[config.mk]
export PLATFORM = sky130hd
export DESIGN_NAME = tt_stim_capture_flat
export DESIGN_NICKNAME = d
export VERILOG_FILES = /design/src/rtl/tt_harness_pkg.sv /design/src/rtl/tt_stim_capture_if.sv /design/src/rtl/tt_sync_fifo.sv /design/src/rtl/tt_stim_capture.sv /design/src/flat_wrapper.sv
export SDC_FILE = /design/constraint.sdc
export NUM_CORES = 1
export LEC_CHECK = 0
export CAP_MARGIN = 5
export CELL_PAD_IN_SITES_DETAIL_PLACEMENT = 1
export CELL_PAD_IN_SITES_GLOBAL_PLACEMENT = 1
export CORE_MARGIN = 3
export CORE_UTILIZATION = 52
export CTS_CLUSTER_SIZE = 14
export DETAILED_ROUTE_END_ITERATION = 16
export PLACE_DENSITY_LB_ADDON = 0.1
export SLEW_MARGIN = 20
export SYNTH_ARGS = -nofsm -noshare
export SYNTH_HDL_FRONTEND = slang
export SYNTH_HIERARCHICAL = 1
export SYNTH_SLANG_ARGS = --single-unit
[constraint.sdc]
create_clock -name clk -period 5.1 [get_ports clk]
set_input_delay 1.275 -clock clk [delete_from_list [all_inputs] [get_ports clk]]
set_output_delay 1.275 -clock clk [all_outputs]
set_load 0.05 [all_outputs]
[src/rtl/tt_harness_pkg.sv]
// Shared types and defaults for the tt_stim_capture harness.
// State encoding, default parameters and capture-entry packing.
package tt_harness_pkg;

  localparam int DEF_DATA_W     = 8;
  localparam int DEF_FIFO_DEPTH = 16;
  localparam int DEF_TS_W       = 16;
  localparam int DEF_RST_CYCLES = 4;
  localparam bit DEF_CAP_ON_CHG = 1'b1;

  localparam int ENT_MAX_W = 96;

  typedef enum logic [1:0] {
    ST_RESET = 2'd0,
    ST_HOLD  = 2'd1,
    ST_RUN   = 2'd2,
    ST_HALT  = 2'd3
  } state_e;

  // {timestamp, sample}, right-aligned in a wide word;
  // callers keep the low TS_W+DATA_W bits.
  function automatic logic [ENT_MAX_W-1:0] pack_entry(
    input logic [63:0] ts,
    input logic [31:0] val,
    input int          val_w
  );
    return ({32'd0, ts} << val_w) | {64'd0, val};
  endfunction

endpackage

[src/rtl/tt_stim_capture_if.sv]
// Stimulus (s_*) and capture (m_*) handshakes of the harness.
// master = bench/host side, slave = harness side.
interface tt_stim_capture_if #(
  parameter int DATA_W = 8,
  parameter int TS_W   = 16
);
  logic                   s_valid;
  logic                   s_ready;
  logic [2*DATA_W-1:0]    s_data;
  logic                   m_valid;
  logic                   m_ready;
  logic [TS_W+DATA_W-1:0] m_data;

  modport master (
    output s_valid, s_data, m_ready,
    input  s_ready, m_valid, m_data
  );

  modport slave (
    input  s_valid, s_data, m_ready,
    output s_ready, m_valid, m_data
  );
endinterface

[src/rtl/tt_sync_fifo.sv]
// First-word-fall-through synchronous FIFO, power-of-two depth.
// Ports: push/push_data in, pop in, pop_data/full/empty out.
module tt_sync_fifo #(
  parameter int W     = 24,
  parameter int DEPTH = 16
) (
  input  logic         clk,
  input  logic         rst,
  input  logic         push,
  input  logic [W-1:0] push_data,
  input  logic         pop,
  output logic [W-1:0] pop_data,
  output logic         full,
  output logic         empty
);
  localparam int AW = $clog2(DEPTH);

  logic [W-1:0]  mem [DEPTH];
  logic [AW-1:0] wr_ptr;
  logic [AW-1:0] rd_ptr;
  logic [AW:0]   cnt;
  logic          do_pop;
  logic          do_push;

  assign full  = cnt == (AW+1)'(DEPTH);
  assign empty = cnt == '0;

  // a pop in the same cycle frees the slot a full push needs
  assign do_pop  = pop & ~empty;
  assign do_push = push & (~full | do_pop);

  always_ff @(posedge clk) begin
    if (rst) begin
      wr_ptr <= '0;
      rd_ptr <= '0;
      cnt    <= '0;
    end else begin
      if (do_push) wr_ptr <= wr_ptr + 1'b1;
      if (do_pop)  rd_ptr <= rd_ptr + 1'b1;
      case ({do_push, do_pop})
        2'b10:   cnt <= cnt + 1'b1;
        2'b01:   cnt <= cnt - 1'b1;
        default: cnt <= cnt;
      endcase
    end
  end

  always_ff @(posedge clk) begin
    if (do_push) mem[wr_ptr] <= push_data;
  end

  assign pop_data = mem[rd_ptr];

endmodule

[src/rtl/tt_stim_capture.sv]
// Harness for a tt_um_* design: reset sequencing, stimulus, capture.
// Ports: clk/rst, bus (stim+capture handshakes), halt, status, dut_*.
module tt_stim_capture
  import tt_harness_pkg::*;
#(
  parameter int DATA_W        = DEF_DATA_W,
  parameter int FIFO_DEPTH    = DEF_FIFO_DEPTH,
  parameter int TS_W          = DEF_TS_W,
  parameter int RST_CYCLES    = DEF_RST_CYCLES,
  parameter bit CAP_ON_CHANGE = DEF_CAP_ON_CHG
) (
  input  logic              clk,
  input  logic              rst,
  tt_stim_capture_if.slave  bus,
  input  logic              halt,
  output logic              overflow,
  output logic [1:0]        state_o,
  output logic              dut_rst_n,
  output logic              dut_ena,
  output logic [DATA_W-1:0] dut_ui_in,
  output logic [DATA_W-1:0] dut_uio_in,
  input  logic [DATA_W-1:0] dut_uo_out
);
  localparam int HC_W  = $clog2(RST_CYCLES + 1);
  localparam int ENT_W = TS_W + DATA_W;

  state_e state_q;
  state_e state_d;

  logic [HC_W-1:0]   hold_cnt;
  logic [TS_W-1:0]   ts_q;
  logic [DATA_W-1:0] last_q;
  logic              first_q;
  logic              ovf_q;
  logic              run;

  logic [ENT_MAX_W-1:0] ent_full;
  logic [ENT_W-1:0]     ent;
  logic                 want_push;
  logic                 pop;
  logic                 fifo_full;
  logic                 fifo_empty;
  logic                 accepted;

  // state register
  always_ff @(posedge clk) begin
    if (rst) state_q <= ST_RESET;
    else     state_q <= state_d;
  end

  // next state; halt is only looked at from RUN/HALT
  always_comb begin
    state_d = state_q;
    unique case (state_q)
      ST_RESET: state_d = ST_HOLD;
      ST_HOLD: begin
        if (hold_cnt == HC_W'(RST_CYCLES - 1))
          state_d = ST_RUN;
      end
      ST_RUN:  if (halt)  state_d = ST_HALT;
      ST_HALT: if (!halt) state_d = ST_RUN;
      default: state_d = ST_RESET;
    endcase
  end

  // outputs decoded from state
  always_comb begin
    dut_rst_n   = 1'b0;
    dut_ena     = 1'b0;
    bus.s_ready = 1'b0;
    run         = 1'b0;
    unique case (state_q)
      ST_RESET: ;
      ST_HOLD:  dut_ena = 1'b1;
      ST_RUN: begin
        dut_rst_n   = 1'b1;
        dut_ena     = 1'b1;
        bus.s_ready = 1'b1;
        run         = 1'b1;
      end
      ST_HALT:  dut_rst_n = 1'b1;
      default: ;
    endcase
  end

  assign state_o = state_q;

  always_ff @(posedge clk) begin
    if (rst || state_q != ST_HOLD) hold_cnt <= '0;
    else                           hold_cnt <= hold_cnt + 1'b1;
  end

  always_ff @(posedge clk) begin
    if (rst)      ts_q <= '0;
    else if (run) ts_q <= ts_q + 1'b1;
  end

  always_ff @(posedge clk) begin
    if (rst) begin
      dut_ui_in  <= '0;
      dut_uio_in <= '0;
    end else if (bus.s_valid && bus.s_ready) begin
      {dut_uio_in, dut_ui_in} <= bus.s_data;
    end
  end

  // change detector: first RUN cycle after reset always captures
  assign want_push = run && (!CAP_ON_CHANGE || first_q ||
                             dut_uo_out != last_q);
  assign pop       = bus.m_valid & bus.m_ready;
  assign accepted  = want_push && (!fifo_full || pop);

  always_ff @(posedge clk) begin
    if (rst) begin
      first_q <= 1'b1;
      last_q  <= '0;
      ovf_q   <= 1'b0;
    end else begin
      if (run)      first_q <= 1'b0;
      if (accepted) last_q  <= dut_uo_out;
      if (want_push && !accepted) ovf_q <= 1'b1;
    end
  end

  assign overflow = ovf_q;

  assign ent_full = pack_entry(64'(ts_q), 32'(dut_uo_out), DATA_W);
  assign ent      = ent_full[ENT_W-1:0];

  logic [ENT_MAX_W-ENT_W-1:0] unused_ent_hi;
  assign unused_ent_hi = ent_full[ENT_MAX_W-1:ENT_W];

  tt_sync_fifo #(
    .W     (ENT_W),
    .DEPTH (FIFO_DEPTH)
  ) u_fifo (
    .clk       (clk),
    .rst       (rst),
    .push      (want_push),
    .push_data (ent),
    .pop       (pop),
    .pop_data  (bus.m_data),
    .full      (fifo_full),
    .empty     (fifo_empty)
  );

  assign bus.m_valid = ~fifo_empty;

endmodule

[src/flat_wrapper.sv]
// flat-port wrapper written by rule: the top's interface ports become plain ports
module tt_stim_capture_flat import tt_harness_pkg::*;
#(
  parameter int DATA_W        = DEF_DATA_W,
  parameter int FIFO_DEPTH    = DEF_FIFO_DEPTH,
  parameter int TS_W          = DEF_TS_W,
  parameter int RST_CYCLES    = DEF_RST_CYCLES,
  parameter bit CAP_ON_CHANGE = DEF_CAP_ON_CHG
)
  (clk, rst, halt, overflow, state_o, dut_rst_n, dut_ena, dut_ui_in, dut_uio_in, dut_uo_out, bus_s_valid, bus_s_data, bus_m_ready, bus_s_ready, bus_m_valid, bus_m_data);
  tt_stim_capture_if #(.DATA_W(DATA_W), .TS_W(TS_W)) bus_i ();
  input  logic clk;
  input  logic rst;
  input  logic halt;
  output logic overflow;
  output logic [1:0] state_o;
  output logic dut_rst_n;
  output logic dut_ena;
  output logic [DATA_W-1:0] dut_ui_in;
  output logic [DATA_W-1:0] dut_uio_in;
  input  logic [DATA_W-1:0] dut_uo_out;
  input wire logic [$bits(bus_i.s_valid)-1:0] bus_s_valid;
  input wire logic [$bits(bus_i.s_data)-1:0] bus_s_data;
  input wire logic [$bits(bus_i.m_ready)-1:0] bus_m_ready;
  output wire logic [$bits(bus_i.s_ready)-1:0] bus_s_ready;
  output wire logic [$bits(bus_i.m_valid)-1:0] bus_m_valid;
  output wire logic [$bits(bus_i.m_data)-1:0] bus_m_data;
  assign bus_i.s_valid = bus_s_valid;
  assign bus_i.s_data = bus_s_data;
  assign bus_i.m_ready = bus_m_ready;
  assign bus_s_ready = bus_i.s_ready;
  assign bus_m_valid = bus_i.m_valid;
  assign bus_m_data = bus_i.m_data;
  tt_stim_capture #(.DATA_W(DATA_W), .FIFO_DEPTH(FIFO_DEPTH), .TS_W(TS_W), .RST_CYCLES(RST_CYCLES), .CAP_ON_CHANGE(CAP_ON_CHANGE)) u_core (.clk(clk), .rst(rst), .bus(bus_i), .halt(halt), .overflow(overflow), .state_o(state_o), .dut_rst_n(dut_rst_n), .dut_ena(dut_ena), .dut_ui_in(dut_ui_in), .dut_uio_in(dut_uio_in), .dut_uo_out(dut_uo_out));
endmodule
==> results of run 1 <==
## power by group through the flow
stage | clock (µW) | combinational (µW) | sequential [µW]
3_3_place_gp | 0 | 1620 | 4290
4_1_cts | 3360 | 1650 | 4220
2_1_floorplan | 0 | 1110 | 4310
6_report | 3280 | 1630 | 4210
5_1_grt | 3520 | 1760 | 4230
3_5_place_dp | 0 | 1640 | 4290
## synth_stat cells, types with 13 or more instances
master	n	share of area [%]
mux2i_1	13	0.75
nor2_1	33	0.71
dfxtp_1	64	7.4
ha_1	15	1.1
clkbuf_1	32	0.69
a21oi_1	24	0.69
and3_1	15	0.54
nand2_1	81	1.7
edfxtp_1	384	66
mux4_2	96	12
xor2_1	18	0.91
a22oi_1	48	2.1
inv_1	16	0.35
## cell type report
cell class | instances | share of cell area [%]
Sequential cell | 448 | 62.67
Multi-Input combinational cell | 437 | 21.23
Timing Repair Buffer | 121 | 5.823
Clock buffer | 65 | 6.325
Tap cell | 442 | 2.704
Clock inverter | 18 | 0.9359
Inverter | 17 | 0.3120
## cells in the final DEF, fill, tap and decap left out, types with 6 or more instances in the layout
cell             count
edfxtp_1           384
dfxtp_1             62
buf_4               38
clkbuf_16           47
buf_12               8
xor2_1              18
mux4_2              96
clkdlybuf4s50_1     74
clkbuf_1            13
nand2_1             81
a21oi_1             24
nand3_1             11
xnor2_1              6
inv_1               16
nor3_1               7
mux2i_1             13
nor2_1              32
clkinv_1             8
o21ai_0             10
a22oi_1             48
and3_1              15
ha_1                15
## worst min path at each step
stage                                  start                       endpoint  slack, ps  depth (start not counted)
5_1_grt        u_core/hold_cnt[0]$_SDFF_PP0_  u_core/hold_cnt[0]$_SDFF_PP0_        450                          1
6_report       u_core/hold_cnt[0]$_SDFF_PP0_  u_core/hold_cnt[0]$_SDFF_PP0_        420                          1
3_3_place_gp   u_core/hold_cnt[0]$_SDFF_PP0_  u_core/hold_cnt[0]$_SDFF_PP0_        410                          1
4_1_cts        u_core/hold_cnt[0]$_SDFF_PP0_  u_core/hold_cnt[0]$_SDFF_PP0_        430                          1
3_5_place_dp   u_core/hold_cnt[0]$_SDFF_PP0_  u_core/hold_cnt[0]$_SDFF_PP0_        420                          1
2_1_floorplan  u_core/hold_cnt[0]$_SDFF_PP0_  u_core/hold_cnt[0]$_SDFF_PP0_        400                          1
## metrics by stage
step / cells / utilization (%) / power [µW] / instance area (µm²)
after detailed placement: 1465 / 57.86 / 5935 / 18970
after CTS: 1548 / 62.39 / 9228 / 20450
after global placement: 1465 / 57.86 / 5912 / 18970
final: 1548 / 62.39 / 9128 / 20450
after floorplan: 951 / - / 5413 / 17410
after global routing: 1548 / 62.39 / 9510 / 20450
## state kept, by name, summed over array words and instances, names as in the netlist, named ones only
register / flops
u_core/ts_q: 16
u_core/u_fifo/cnt: 5
u_core/u_fifo/rd_ptr: 4
u_core/first_q: 1
u_core/last_q: 8
u_core/u_fifo/mem: 384
u_core/u_fifo/wr_ptr: 4
u_core/dut_ui_in: 8
u_core/overflow: 1
u_core/hold_cnt: 3
u_core/state_o: 2
u_core/dut_uio_in: 8
## worst register-to-register path: cells and delay by family, from the launching register on
family	cells	cell delay, ps
flip-flops	1	340
AO/OA/AOI/OAI	2	370
adder cells (fa/ha/maj)	1	570
AND/OR/NAND/NOR	2	1050
buffers and inverters	4	940
## layer usage
layer | vias to the layer above | share of wire, %
met5 | - | 0
met2 | 325 | 48
met4 | 0 | 1.6
met3 | 54 | 7.3
met1 | 4820 | 43
li1 | 4015 | -
## kinds of logic (layout without fill, tap and decap cells)
group | after synthesis | count (layout) | share of synthesized area [%]
AO/OA/AOI/OAI | 102 | 102 | 4.018
XOR/XNOR | 24 | 24 | 1.208
adder cells (fa/ha/maj) | 16 | 16 | 1.193
buffers and inverters | 66 | 221 | 1.610
flip-flops | 448 | 448 | 73.61
multiplexers | 110 | 110 | 13.23
AND/OR/NAND/NOR | 185 | 185 | 5.132
==> results.md, run 1 <==
- Status: finished clean
- WL/cell: 26.26 µm
- Core Region: between 30000 and 40000 µm²
- Number of global-route vias before repair: 9924
- GR Util met3: 4.666%
- Initial Util: 53.10%
- # resized after CTS: 0
- Sequential fraction of design power: 46.2%
- # DRC: 0
- Cells after synthesis: roughly 950
- Rows: 66
- Routed wire length: ~41000 µm
- Max-cap violations: 0
- Critical Path End: bus_m_data[22]
- Critical Path Fanout Max: 23
- R2r startpoint: u_core/state_o[0]$_SDFFE_PP0P_
- Num ports: 76
- Net Switching: between 2000 and 2500 µW
- Root buffer cell: clkbuf_16
- Postcts setup bufs: 0
- Vias per inst: 5.952
- Place WS: ~570 ps
- Clock-pin slew on the worst setup and hold paths: about 60 ps
- Syn_area_per_cell: between 15 and 20 µm²
- Clock Path Buffers: 3
- HPWL Detailed: 24390 µm
- CTS tree: built
- VDD IR max: roughly 0.39 mV
- #FFs+latches synth: about 450
- Worst Setup End Kind: primary output
- R2r endpoint: u_core/u_fifo/mem[8][18]$_DFFE_PP_
- Antenna-violating nets left: 0
- Die W: between 150 and 200 µm
- M1 GR Usage: 33.88%
- WP data arrival: roughly 3300 ps
- Fin crit period: roughly 4600 ps
- FILL cells: 2890
- Cells along the critical path: buf_4 -> mux4_2 -> a22oi_1 -> nand2_1 -> clkdlybuf4s50_1
- Hold Buf Count CTS: 0
- P&R area growth vs syn: 17.51%
- Hold WS: 422.7 ps
- Delay-heaviest family, CP: buffers and inverters
- Clk sink count: approximately 450
- Primary FF master, synth: edfxtp_1
- Worst r2r path cells: 9
- Final WS setup: about 500 ps
- Routability cong.: ~0.76
- Crit path largest cell delay: about 710 ps
- Buffers on Ports: 75
- Slew margin rel.: 24.96%
- Bufs and invs on worst path: 2
- Syn nets: 996
- Pin count of the biggest net entering global routing: between 50 and 60
- Netlist Area Pre-Place: about 17000 µm²
- Register area share after synthesis: between 70% and 80%
- F_max: around 220 MHz
- Clock share of power: roughly 36%
- Initial antenna violation count: 0
- Num CTS Buffers: 46
- Combinational group share of total power: between 10% and 20%
- All-Layer GR Usage: between 20% and 30%
- Register area: between 10000 and 15000 µm²
- Crit share post-route: about nine tenths
- Layout Nets: about 1100
- First-pass GRT wire length: between 60000 and 70000 µm
- Ant diodes: 0
- Final Max Tran Viols: 0
- WP depth: 5
- WP data required: between 3000 and 4000 ps
- Critical path class: reg2out
- Leakage: between 0.006 and 0.007 µW
- Sw frac: about a quarter
- Total negative slack: 0 ps
- Setup violators final: 0
- Area of the multi-input gates: between 4000 and 5000 µm²
- Met2 usage: a little under two fifths
- R2R setup slack: between 1000 and 1500 ps
- Synth cell types: 53
- Die area: between 30000 and 40000 µm²
- Total number of vias: ~9200
- Share of post-route cells with drive strength above 1: between 20% and 30%
- Final Hold Fails: 0
- P per Cell Area: roughly 450 nW/µm²
- Ys Warns: 6
- RSZ-0062 raised after global routing: no
- H-tree levels: 2
- Worst-path cell with the longest stage delay: clkdlybuf4s50_1
- Clk_lat worst skew: 550 ps
- GR peak layer: met2
- Drt first pass iters: 4
- Number of flops mapped to enable cells by yosys: roughly 380
- Asr flop ratio synth: 0%
- Startpoint types: flip-flop
- Total grt overflow: 0
- Worst hold path class: reg2reg
- Slew @ Worst Pin: about 1100 ps
- Overall die height: between 150 and 200 µm
- 1st-iter DRT viols: 752
- Worst Skew: 16.85 ps
- Int Pwr: 6720 µW
Power figures use the tool's default switching activity.
==> run 2: changes to the inputs <==
Settings changed: CORE_MARGIN 3 to 2.
==> results.md, run 2 (same netlist as run 1, synthesis figures left out) <==
- Rows: 67 (was 66)
- Final Hold Fails: 0 (unchanged)
- First-pass GRT wire length: 59620 µm (was 62820 µm)
- Antenna-violating nets left: 0 (unchanged)
- Clk_lat worst skew: 540 ps (was 550 ps)
- Drt first pass iters: 4 (unchanged)
- Total number of vias: 9123 (was 9214)
- Clk sink count: 448 (unchanged)
- # DRC: 0 (unchanged)
- Worst Skew: 6.276 ps (was 16.85 ps)
- Layout Nets: 1104 (was 1116)
- Total grt overflow: 0 (unchanged)
- 1st-iter DRT viols: 607 (was 752)
- Setup violators final: 0 (unchanged)
- Final Max Tran Viols: 0 (unchanged)
- Leakage: 0.006636 µW (was 0.006723 µW)
- Slew @ Worst Pin: 870.5 ps (was 1121 ps)
- Routability cong.: 0.7405 (was 0.7596)
- Total power draw: 9011 µW (was 9128 µW)
- CTS tree: built (unchanged)
- Routed wire length: 38570 µm (was 40650 µm)
- Startpoint types: flip-flop (unchanged)
- Final Util: 61.13% (was 62.39%)
- HPWL Detailed: 23130 µm (was 24390 µm)
- Worst Setup End Kind: primary output (unchanged)
- VDD IR max: 0.3953 mV (was 0.3882 mV)
- Total negative slack: 0 ps (unchanged)
- WP data required: 3830 ps (about the same)
- P&R area growth vs syn: 16.88% (was 17.51%)
- Initial Util: 52.30% (was 53.10%)
- RSZ-0062 raised after global routing: no (unchanged)
- Critical path class: reg2out (unchanged)
- Hold Buf Count CTS: 0 (unchanged)
- Max reg flops: 384 (unchanged)
- Critical Path Fanout Max: 27 (was 23)
- Max-cap violations: 0 (unchanged)
- F_max: 222.0 MHz (was 216.7 MHz)
- Status: finished clean (unchanged)
- Ant diodes: 0 (unchanged)
- Vias per inst: 5.909 (was 5.952)
- All-Layer GR Usage: 22.69% (was 23.45%)
- Num ports: 76 (unchanged)
- Die W: 187.0 µm (was 189.0 µm)
- Slew margin rel.: 41.96% (was 24.96%)
- Num CTS Buffers: 46 (unchanged)
- Clock-pin slew on the worst setup and hold paths: 50 ps (was 60 ps)
- Buffers on Ports: 75 (unchanged)
- Most frequent cells in the layout: 384 x edfxtp_1, 96 x mux4_2, 81 x nand2_1, 74 x clkdlybuf4s50_1, 62 x dfxtp_1 (unchanged)
- Clock Path Buffers: 3 (unchanged)
- Core Region: 33280 µm² (was 32780 µm²)
- H-tree levels: 2 (unchanged)
- Pin count of the biggest net entering global routing: 55 (was 53)
- Fin crit period: 4504 ps (was 4614 ps)
- P per Cell Area: 442.9 nW/µm² (was 446.3 nW/µm²)
- WL/cell: 24.98 µm (was 26.26 µm)
- Die area: 34950 µm² (was 35710 µm²)
- Crit share post-route: 88.32% (was 90.47%)
- Root buffer cell: clkbuf_16 (unchanged)
- Overall die height: 187.0 µm (was 189.0 µm)
- Biggest regs: u_core/u_fifo/mem (384), u_core/ts_q (16) (unchanged)
- Commonest non-fill, non-tap cell in the layout: edfxtp_1 (unchanged)
- WP data arrival: 3230 ps (was 3340 ps)
- R2R setup slack: 1820 ps (was 1490 ps)
- Initial antenna violation count: 0 (unchanged)
- Postcts setup bufs: 0 (unchanged)
- Number of global-route vias before repair: 9861 (was 9924)
- Biggest register: u_core/u_fifo/mem (unchanged)
- Worst hold path class: reg2reg (unchanged)
- Share of post-route cells with drive strength above 1: 20.44% (was 20.52%)
- # resized after CTS: 0 (unchanged)
==> run 2: power breakdown <==
group          internal [µW]  switching [µW]
logic                    641             958
registers               4100             122
clock network           1860            1330
==> run 2: path summary, 6_finish.rpt <==
check / from / endpoint / depth (start not counted)
worst max register to register: u_core/state_o[0]$_SDFFE_PP0P_ / u_core/u_fifo/cnt[4]$_SDFFE_PP0P_ / 11
worst max-delay path: flip-flop / bus_m_data[3] / 5
worst min register to register: u_core/hold_cnt[0]$_SDFF_PP0_ / u_core/hold_cnt[0]$_SDFF_PP0_ / 1
worst min-delay path: u_core/hold_cnt[0]$_SDFF_PP0_ / u_core/hold_cnt[0]$_SDFF_PP0_ / 1
==> run 2: critical path, cell delays in order (launching register included) <==
cell and delay, ps:
dfxtp_4 760, buf_12 290, mux4_2 530, a22oi_1 280, nand2_1 90, clkdlybuf4s50_1 700
==> run 2: layer usage <==
metal | GRT usage (%) | vias up | routed length [µm]
met5 | 0 | - | 0
met4 | 5.525 | 0 | 626
met3 | 4.672 | 46 | 2378
met2 | 37.70 | 263 | 19110
met1 | 31.14 | 4799 | 16450
li1 | - | 4015 | -
==> run 2: final cells by class <==
class	instances	area, µm²
Clock buffer	65	1284
Clock inverter	20	150.1
Fill cell	2870	12940
Inverter	17	63.81
Multi-Input combinational cell	437	4353
Sequential cell	448	12820
Tap cell	448	560.5
Timing Repair Buffer	109	1114
==> run 2: metrics by stage <==
step / hold slack (ps) / instances / cell area, µm² / setup WS (ps)
2_1_floorplan: 397.4 / 951 / 17410 / 380.6
3_3_place_gp: 417.7 / 1459 / 18910 / 675.8
3_5_place_dp: 419.3 / 1459 / 18910 / 613.8
4_1_cts: 427.0 / 1544 / 20340 / 522.9
5_1_grt: 442.9 / 1544 / 20340 / 395.9
6_report: 421.4 / 1544 / 20340 / 595.8
==> run 3: changes to the inputs <==
Settings changed: SKIP_CTS_REPAIR_TIMING set to 1.
==> results of run 3 <==
Same layout as run 2: the final DEF is identical, and so are final timing and power.
